## config.mk

```make
export PLATFORM = sky130hd
export DESIGN_NAME = hdb3_vb_insert
export DESIGN_NICKNAME = d
export VERILOG_FILES = /design/src/rtl/hdb3_pkg.sv /design/src/rtl/hdb3_vb_insert.sv
export SDC_FILE = /design/constraint.sdc
export NUM_CORES = 1
export LEC_CHECK = 0
export CAP_MARGIN = 20
export CORE_ASPECT_RATIO = 1.1
export CORE_MARGIN = 2
export CORE_UTILIZATION = 43
export CTS_CLUSTER_DIAMETER = 50
export DETAILED_ROUTE_END_ITERATION = 10
export GPL_ROUTABILITY_DRIVEN = 0
export PLACE_DENSITY_LB_ADDON = 0.15
export SLEW_MARGIN = 10
export SYNTH_ARGS = -nofsm -noshare
export SYNTH_HDL_FRONTEND = slang
export SYNTH_SLANG_ARGS = --single-unit
```

## constraint.sdc

```tcl
create_clock -name clk -period 2.1 [get_ports clk]
set_clock_uncertainty 0.2 [all_clocks]
set_input_delay 0.42 -clock clk [delete_from_list [all_inputs] [get_ports clk]]
set_output_delay 0.42 -clock clk [all_outputs]
set_load 0.05 [all_outputs]
```

## src/rtl/hdb3_pkg.sv

```systemverilog
// Shared HDB3 definitions: tagged code values and the zero-run length.
// Used by the V/B insertion stage, the polarity stage and the decoder.
// Pure definitions; no logic, no latency, no flow control.
package hdb3_pkg;

  // Tagged code stream between insertion and polarity stages.
  localparam logic [1:0] CODE_ZERO = 2'b00;
  localparam logic [1:0] CODE_ONE  = 2'b01;
  localparam logic [1:0] CODE_V    = 2'b10;
  localparam logic [1:0] CODE_B    = 2'b11;

  // Zeros per substituted run.
  localparam int HDB3_RUN = 4;

endpackage

```

## src/rtl/hdb3_vb_insert.sv

```systemverilog
// HDB3 V/B insertion: NRZ bits in, tagged codes (zero/one/V/B) out.
// Latency: a bit shows on data_addB after its 4th accepted edge (own included).
// No backpressure; en low freezes every register and drops out_valid.
module hdb3_vb_insert
  import hdb3_pkg::*;
(
  input  logic       clk,
  input  logic       reset,
  input  logic       en,
  input  logic       datain,
  output logic [1:0] data_addB,
  output logic       out_valid
);

  // s0 is the newest code, s3 the oldest; s3 drives the output directly.
  logic [1:0] s0, s1, s2, s3;
  logic [1:0] zcnt;
  logic       par;
  logic [2:0] fill;
  logic       subst;

  // Fourth zero of a run: this edge writes V and possibly rewrites the run head.
  assign subst = !datain && (zcnt == 2'(HDB3_RUN - 1));

  // Code shift register, zero-run counter, mark parity and fill tracking.
  always_ff @(posedge clk or posedge reset) begin
    if (reset) begin
      s0        <= CODE_ZERO;
      s1        <= CODE_ZERO;
      s2        <= CODE_ZERO;
      s3        <= CODE_ZERO;
      zcnt      <= 2'd0;
      par       <= 1'b0;
      fill      <= 3'd0;
      out_valid <= 1'b0;
    end else if (en) begin
      s1 <= s0;
      s2 <= s1;
      // With even parity the first zero of the run (leaving s2 now) becomes B.
      s3 <= (subst && !par) ? CODE_B : s2;
      if (datain) begin
        s0   <= CODE_ONE;
        zcnt <= 2'd0;
        par  <= ~par;
      end else if (subst) begin
        // V restarts parity; the B written above therefore never counts.
        s0   <= CODE_V;
        zcnt <= 2'd0;
        par  <= 1'b0;
      end else begin
        s0   <= CODE_ZERO;
        zcnt <= zcnt + 2'd1;
      end
      if (fill != 3'(HDB3_RUN)) begin
        fill <= fill + 3'd1;
      end
      // Valid once the pipe holds real codes in all four stages.
      out_valid <= (fill >= 3'(HDB3_RUN - 1));
    end else begin
      out_valid <= 1'b0;
    end
  end

  assign data_addB = s3;

endmodule

```

* Word level (Yosys, flattened, before mapping)
Cells that the tools add are included.
** Operators by class
- Bitwise logic cells :: 1
- Equal/unequal tests :: 2
- Add/sub/neg operators :: 2
- Reduce and logical (&&, ||, !) cells :: 7
- $lt $le $gt $ge :: 1
- Muxes and demuxes :: 8
** Operators by type and width (count)
- 2-bit 2-to-1 mux :: 5
- 2-bit AND reduction :: 2
- 3-bit by 1-bit adder with 3-bit output, second input constant :: 1
- 3-bit by 2-bit greater-or-equal comparator with 1-bit output, second input constant :: 1
- 1-bit 2-to-1 mux :: 3
- 3-bit != test, second input constant :: 1
- 2-bit by 1-bit adder with 2-bit output, second input constant :: 1
- 2-bit equality test, second input constant :: 1
- 1-bit logical AND :: 2
- 1-bit logical NOT :: 2
- 2-bit nonzero test :: 1
- 1-bit inverter :: 1
** Word-level totals
- Output and inout bits :: 3
- Logic and storage cells :: 29
- Input bits :: 4
- Flip-flop bits (word level) :: 15

* Logic depth before layout (Yosys ltp)
Gate-level depths: netlist of the first run.
- Depth after elaboration :: 4
- Depth in mapped cells :: 4
- Mapped depth without buffers :: 4

* Worst setup path before layout of the first run
Ideal clock, no wire load.
- Kind :: register -> register
- From :: reg fill[0]
- To :: reg fill[1]
- Required time :: 1775 ps
- Stages on the path, launching flop included :: 5
- Data arrival time :: 1159 ps
- Clock period less this slack :: 1484 ps
- Slack :: 616 ps
- Cell sequence :: dfrtp_1 > inv_1 > ha_1 > a21boi_1 > mux2_2
** Between the ends
- Cells in the longest elaborated chain, start to end :: 2
- Elaborated cells between the ends (all ways) :: 3
- Those cells by class :: add/sub: 1; eq/ne: 1; reduce/logical: 1
** RTL lines
- from (decl) :: line hdb3_vb_insert.sv:19 : logic [2:0] fill;
- from (signal assigned) :: line hdb3_vb_insert.sv:55 : fill <= fill + 3'd1;
- branches (longest 2 deep; another with 3-bit by 1-bit adder with 3-bit output)
Parallel ways; which one is timed is not known.
A chain may end at the register's enable or synchronous reset.

* Worst setup path in the final report of the first run
- From :: reg out_valid
- To :: out out_valid
** RTL lines
- from (decl) :: line hdb3_vb_insert.sv:12 : output logic out_valid
- from (signal assigned) :: line hdb3_vb_insert.sv:58 : out_valid <= (fill >= 3'(HDB3_RUN - 1));
No word-level cell between the ends.

==> results of run 1 <==
## power groups by stage
| stage | clock network [uW] | logic, uW | registers (uW) |
|---|---|---|---|
| 2_1_floorplan | 0 | 144 | 439 |
| 3_3_place_gp | 0 | 243 | 402 |
| 3_5_place_dp | 0 | 245 | 404 |
| 4_1_cts | 170 | 245 | 397 |
| 5_1_grt | 185 | 271 | 407 |
| 6_report | 161 | 241 | 397 |
## stage by stage
step | total power [uW] | cell area, sq um | util | hold slack [ns]
CTS | 813 | 763 | 0.545 | 0.286
detailed placement | 648 | 737 | 0.526 | 0.272
global route | 863 | 766 | 0.546 | 0.310
floorplan | 583 | 664 | - | 0.121
global placement | 645 | 737 | 0.526 | 0.258
finish | 799 | 766 | 0.546 | 0.274
## path summary, 6_finish.rpt
kind	from	to	slack, ns
max	out_valid$_DFF_PP0_	out_valid	0.08
min	par$_DFFE_PP0P_	par$_DFFE_PP0P_	0.27
max reg2reg	fill[0]$_DFFE_PP0P_	fill[1]$_DFFE_PP0P_	0.51
min reg2reg	par$_DFFE_PP0P_	par$_DFFE_PP0P_	0.27
max in group asynchronous	reset	zcnt[1]$_DFFE_PP0P_	1.06
min in group asynchronous	reset	s2[1]$_DFFE_PP0P_	0.28
## synth_stat cells
cell / count / area [sq um]
nand3b_1: 1 / 7.51
xnor2_1: 1 / 8.76
nor3_1: 1 / 5.00
nor2b_1: 1 / 6.26
o22ai_1: 1 / 6.26
mux2i_1: 1 / 10.0
or3b_1: 1 / 8.76
ha_1: 4 / 50.1
a22o_1: 1 / 8.76
buf_2: 1 / 5.00
dfrtp_1: 15 / 375
a31oi_1: 2 / 12.5
mux2_2: 4 / 45.0
and2b_2: 1 / 8.76
o21ai_0: 4 / 20.0
a211oi_1: 1 / 7.51
nand2_1: 3 / 11.3
o21a_1: 1 / 7.51
buf_4: 1 / 7.51
nor2_1: 3 / 11.3
a21boi_1: 1 / 7.51
inv_1: 9 / 33.8
## sequential cells by signal (all words and copies together) (netlist names)
register and cells:
par 1, fill 3, s2 2, s0 2, out_valid 1, s1 2, data_addB 2, zcnt 2
## metal layers
layer	track usage	up-vias	wire, um
li1	-	210	-
met1	0.170	168	490
met3	0.0280	2	41
met2	0.163	6	370
met5	0	-	0
met4	0.0968	0	9
## kinds of logic (layout without fill, tap and decap cells)
family	count (synthesis)	count (layout)	synth area share
compound gates	11	11	0.105
xor+xnor	1	1	0.0132
fa+ha+maj	4	4	0.0753
buf+inv	11	20	0.0697
flops	15	15	0.565
mux	5	5	0.0829
simple gates	11	11	0.0885
## area by class of cell
class / instances / area, sq um / area share
clock buffers: 4 / 26.3 / 0.0343
inverters: 9 / 33.8 / 0.0441
well taps: 16 / 20.0 / 0.0261
flip-flops and latches: 15 / 375 / 0.490
repair buffers: 7 / 67.6 / 0.0882
multi-input cells: 32 / 243 / 0.317
==> metrics.cfg, run 1 <==
[power]
p_int_uw = 538
p_clk_frac = 0.202
cellPowerDensity_nw_per_um2 = 1040
combPwrFrac = 0.301
peakVddDrop_mv = 0.496
power_switching_uw = 261
netSwitchingFraction = 0.327
cellLeakagePower_uw = 0.000380
power_frac_seq = 0.497

[cells_and_area]
final_common_cell = dfrtp_1
fin_nets = 76
area_delta_synth_final_pct = 15.3
layout-drive-gt1-share = 0.149
diodes = 0
final.fill_count = 132
stdcell_count = 83
layout_common_cells = 15 x dfrtp_1, 9 x inv_1

[timing]
drv_slew = 0
layout_setup_ws_ns = 0.0846
finalSetupTns_ns = 0
rsz0062_at_grt = no
hold_viol = 0
layout_min_cycle_time_ns = 2.02
final.period_utilization = 0.960
max_freq_mhz = 496
relSlewSlack = 0.637
setup_violations = 0
worst_slew_pin_slew_ns = 0.544

[setup_path]
crit_type = register to output pin
worstPathCellList = clkdlybuf4s50_1
crit_arrival_ns = 1.40
critPathMaxStageDelay_ns = 0.79
cpLargestDelayFamily = buffers and inverters
required_ns = 1.48
crit_buf_inv = 1
critPathSlowestCell = clkdlybuf4s50_1
ff2ff_path_depth = 4
endpoint_kind = output pin
cp-start-kind = register
crit_path_max_fanout = 1
cp.depth = 1

[die]
die_width_um = 41.5
start_util = 0.474
die_y_um = 45.2
ios = 7
rows = 14
core_sq_um = 1400
die_area_sq_um = 1880

[grt]
grt_antenna_before_repair = 0
grt_pass1_wl_um = 1700
track_usage = 0.122
grt_max_degree = 20
first_global_vias = 399
gr-total-overflow = 0

[yosys]
seq_area_frac_synth = 0.565
synth_area_sq_um = 664
syn_area_per_cell_sq_um = 11.5
synth_fp_nets = 66
yosysWarnings = 0
synth_seq_cells = 15
ys_types = 22
synthCells = 58

[cts]
path_clk_slew_ns = 0.09
cts_setup_buffers = 0
clock_tree.root_cell = clkbuf_4
cts_hold_buf = 0
cts_sinks = 15
cts_made_buffers = 3
insertion_delay_ns = 0.27
ctsResizeCount = 0
htree_levels = 1
cts_tree = yes
clockBufferDepth = 2

[routing]
ant_nets = 0
route.detailed.drc = 0
first_iter_violations = 8
routed_via_density = 4.65
vias = 386
dr.pass1.iters = 4
wire_per_inst_um = 11.0
routed_wl_um = 912

[place]
placed_cells = 79
dp_slack_ns = 0.251
dp.final_hpwl_um = 670
io_buffers = 6

[run]
cap_violations = 0

[hold_path]
hold_depth = 1
hp-class = register to register

[outcome]
status = completed

Note: power is estimated with default switching activity, not from simulation.
==> inputs of run 2 (changes only) <==
Settings changed: RECOVER_POWER from default to 100, SKIP_LAST_GASP from default to 1.
==> metrics.cfg, run 2 (synthesis results as in run 1) <==
[routing]
wirelength_met1_um = 495
dr_wl_met3_um = 38
routed_via_density = 4.71
top_layer_used = met4
ant_nets = 0
dr_wl_met2_um = 369
first_iter_violations = 6
route.detailed.drc = 0
dr.pass1.iters = 4
wire_per_inst_um = 11.0
routed_wl_um = 913
vias = 391

[power]
p_total_uw = 791
cellLeakagePower_uw = 0.000358
peakVddDrop_mv = 0.477
cellPowerDensity_nw_per_um2 = 1060

[cts]
insertion_delay_ns = 0.27
cts_made_buffers = 3
path_clk_slew_ns = 0.09
cts_setup_buffers = 0
clock_tree.root_cell = clkbuf_4
cts_hold_buf = 0
cts_sinks = 15
clockBufferDepth = 2
htree_levels = 1
cts_tree = yes

[place]
placed_cells = 79
io_buffers = 6
dp.final_hpwl_um = 670

[die]
die_y_um = 45.2
die_width_um = 41.5
core_sq_um = 1400
start_util = 0.474
rows = 14
ios = 7
die_area_sq_um = 1880

[hold_path]
hold_end = par$_DFFE_PP0P_
min-delay-start = par$_DFFE_PP0P_
hp-class = register to register
hold_depth = 1

[timing]
layout_min_cycle_time_ns = 2.02
finalSetupTns_ns = 0
worst_slew_pin_slew_ns = 0.708
max_freq_mhz = 496
hold_viol = 0
rsz0062_at_grt = no
setup_violations = 0
drv_slew = 0
final.period_utilization = 0.960
relSlewSlack = 0.528

[setup_path]
reg2reg_slack_ns = 0.42
worstPathCellList = clkdlybuf4s50_1
worstReg2RegStart = fill[0]$_DFFE_PP0P_
ff2ff_path_depth = 4
critPathSlowestCell = clkdlybuf4s50_1
required_ns = 1.48
cp.depth = 1
critPathMaxStageDelay_ns = 0.79
r2r-end = fill[1]$_DFFE_PP0P_
cp-start-kind = register
crit_path_max_fanout = 1
crit_buf_inv = 1
endpoint_kind = output pin
crit_type = register to output pin
crit_arrival_ns = 1.40
cpLargestDelayFamily = buffers and inverters

[grt]
grt_antenna_before_repair = 0
first_global_vias = 399
gr-total-overflow = 0
track_usage = 0.122
grt_max_degree = 20
grt_pass1_wl_um = 1700

[cells_and_area]
stdcell_count = 83
fin_nets = 76
final_common_cell = dfrtp_1
layout-drive-gt1-share = 0.119
layout_common_cells = 15 x dfrtp_1, 9 x inv_1
area_delta_synth_final_pct = 12.8
regMostFlops = fill
largest_reg_flops = 3
diodes = 0
fin_util = 0.535

[outcome]
status = completed

[run]
cap_violations = 0

==> run 2: timing repair <==
item	CTS	global route
gates resized for setup	0	1
endpoints found under the setup margin	0	1
hold endpoints to repair	0	0
==> run 2: how the worst max path moves through the flow <==
stage | startpoint | end
finish | out_valid$_DFF_PP0_ | out_valid
detailed placement | en | fill[1]$_DFFE_PP0P_
CTS | data_addB[1]$_DFFE_PP0P_ | data_addB[1]
global placement | en | fill[1]$_DFFE_PP0P_
global route | out_valid$_DFF_PP0_ | out_valid
floorplan | fill[0]$_DFFE_PP0P_ | fill[1]$_DFFE_PP0P_
==> run 2: final cells by class <==
| class | instances | area [sq um] |
|---|---|---|
| repair buffers | 7 | 51.3 |
| fillers | 131 | 652 |
| well taps | 16 | 20.0 |
| multi-input cells | 32 | 243 |
| inverters | 9 | 33.8 |
| flip-flops and latches | 15 | 375 |
| clock buffers | 4 | 26.3 |
==> run 2: through the flow <==
step           hold slack [ns]  worst slack [ns]  area [sq um]
2_1_floorplan            0.121             0.616           664
3_3_place_gp             0.258             0.299           737
3_5_place_dp             0.272             0.251           737
4_1_cts                  0.286            0.0376           763
5_1_grt                  0.310            0.0394           749
6_report                 0.274            0.0845           749
==> run 2: routing by layer <==
metal | up-vias | GRT usage
li1 | 210 | -
met2 | 6 | 0.163
met4 | 0 | 0.0968
met1 | 173 | 0.170
met5 | - | 0
met3 | 2 | 0.0280
==> run 2: power breakdown <==
group          internal (uW)  leakage, uW  switching [uW]
registers                355     0.000187            42.2
logic                    103     0.000156             131
clock network           73.6    0.0000150            87.6
total                    531     0.000358             261
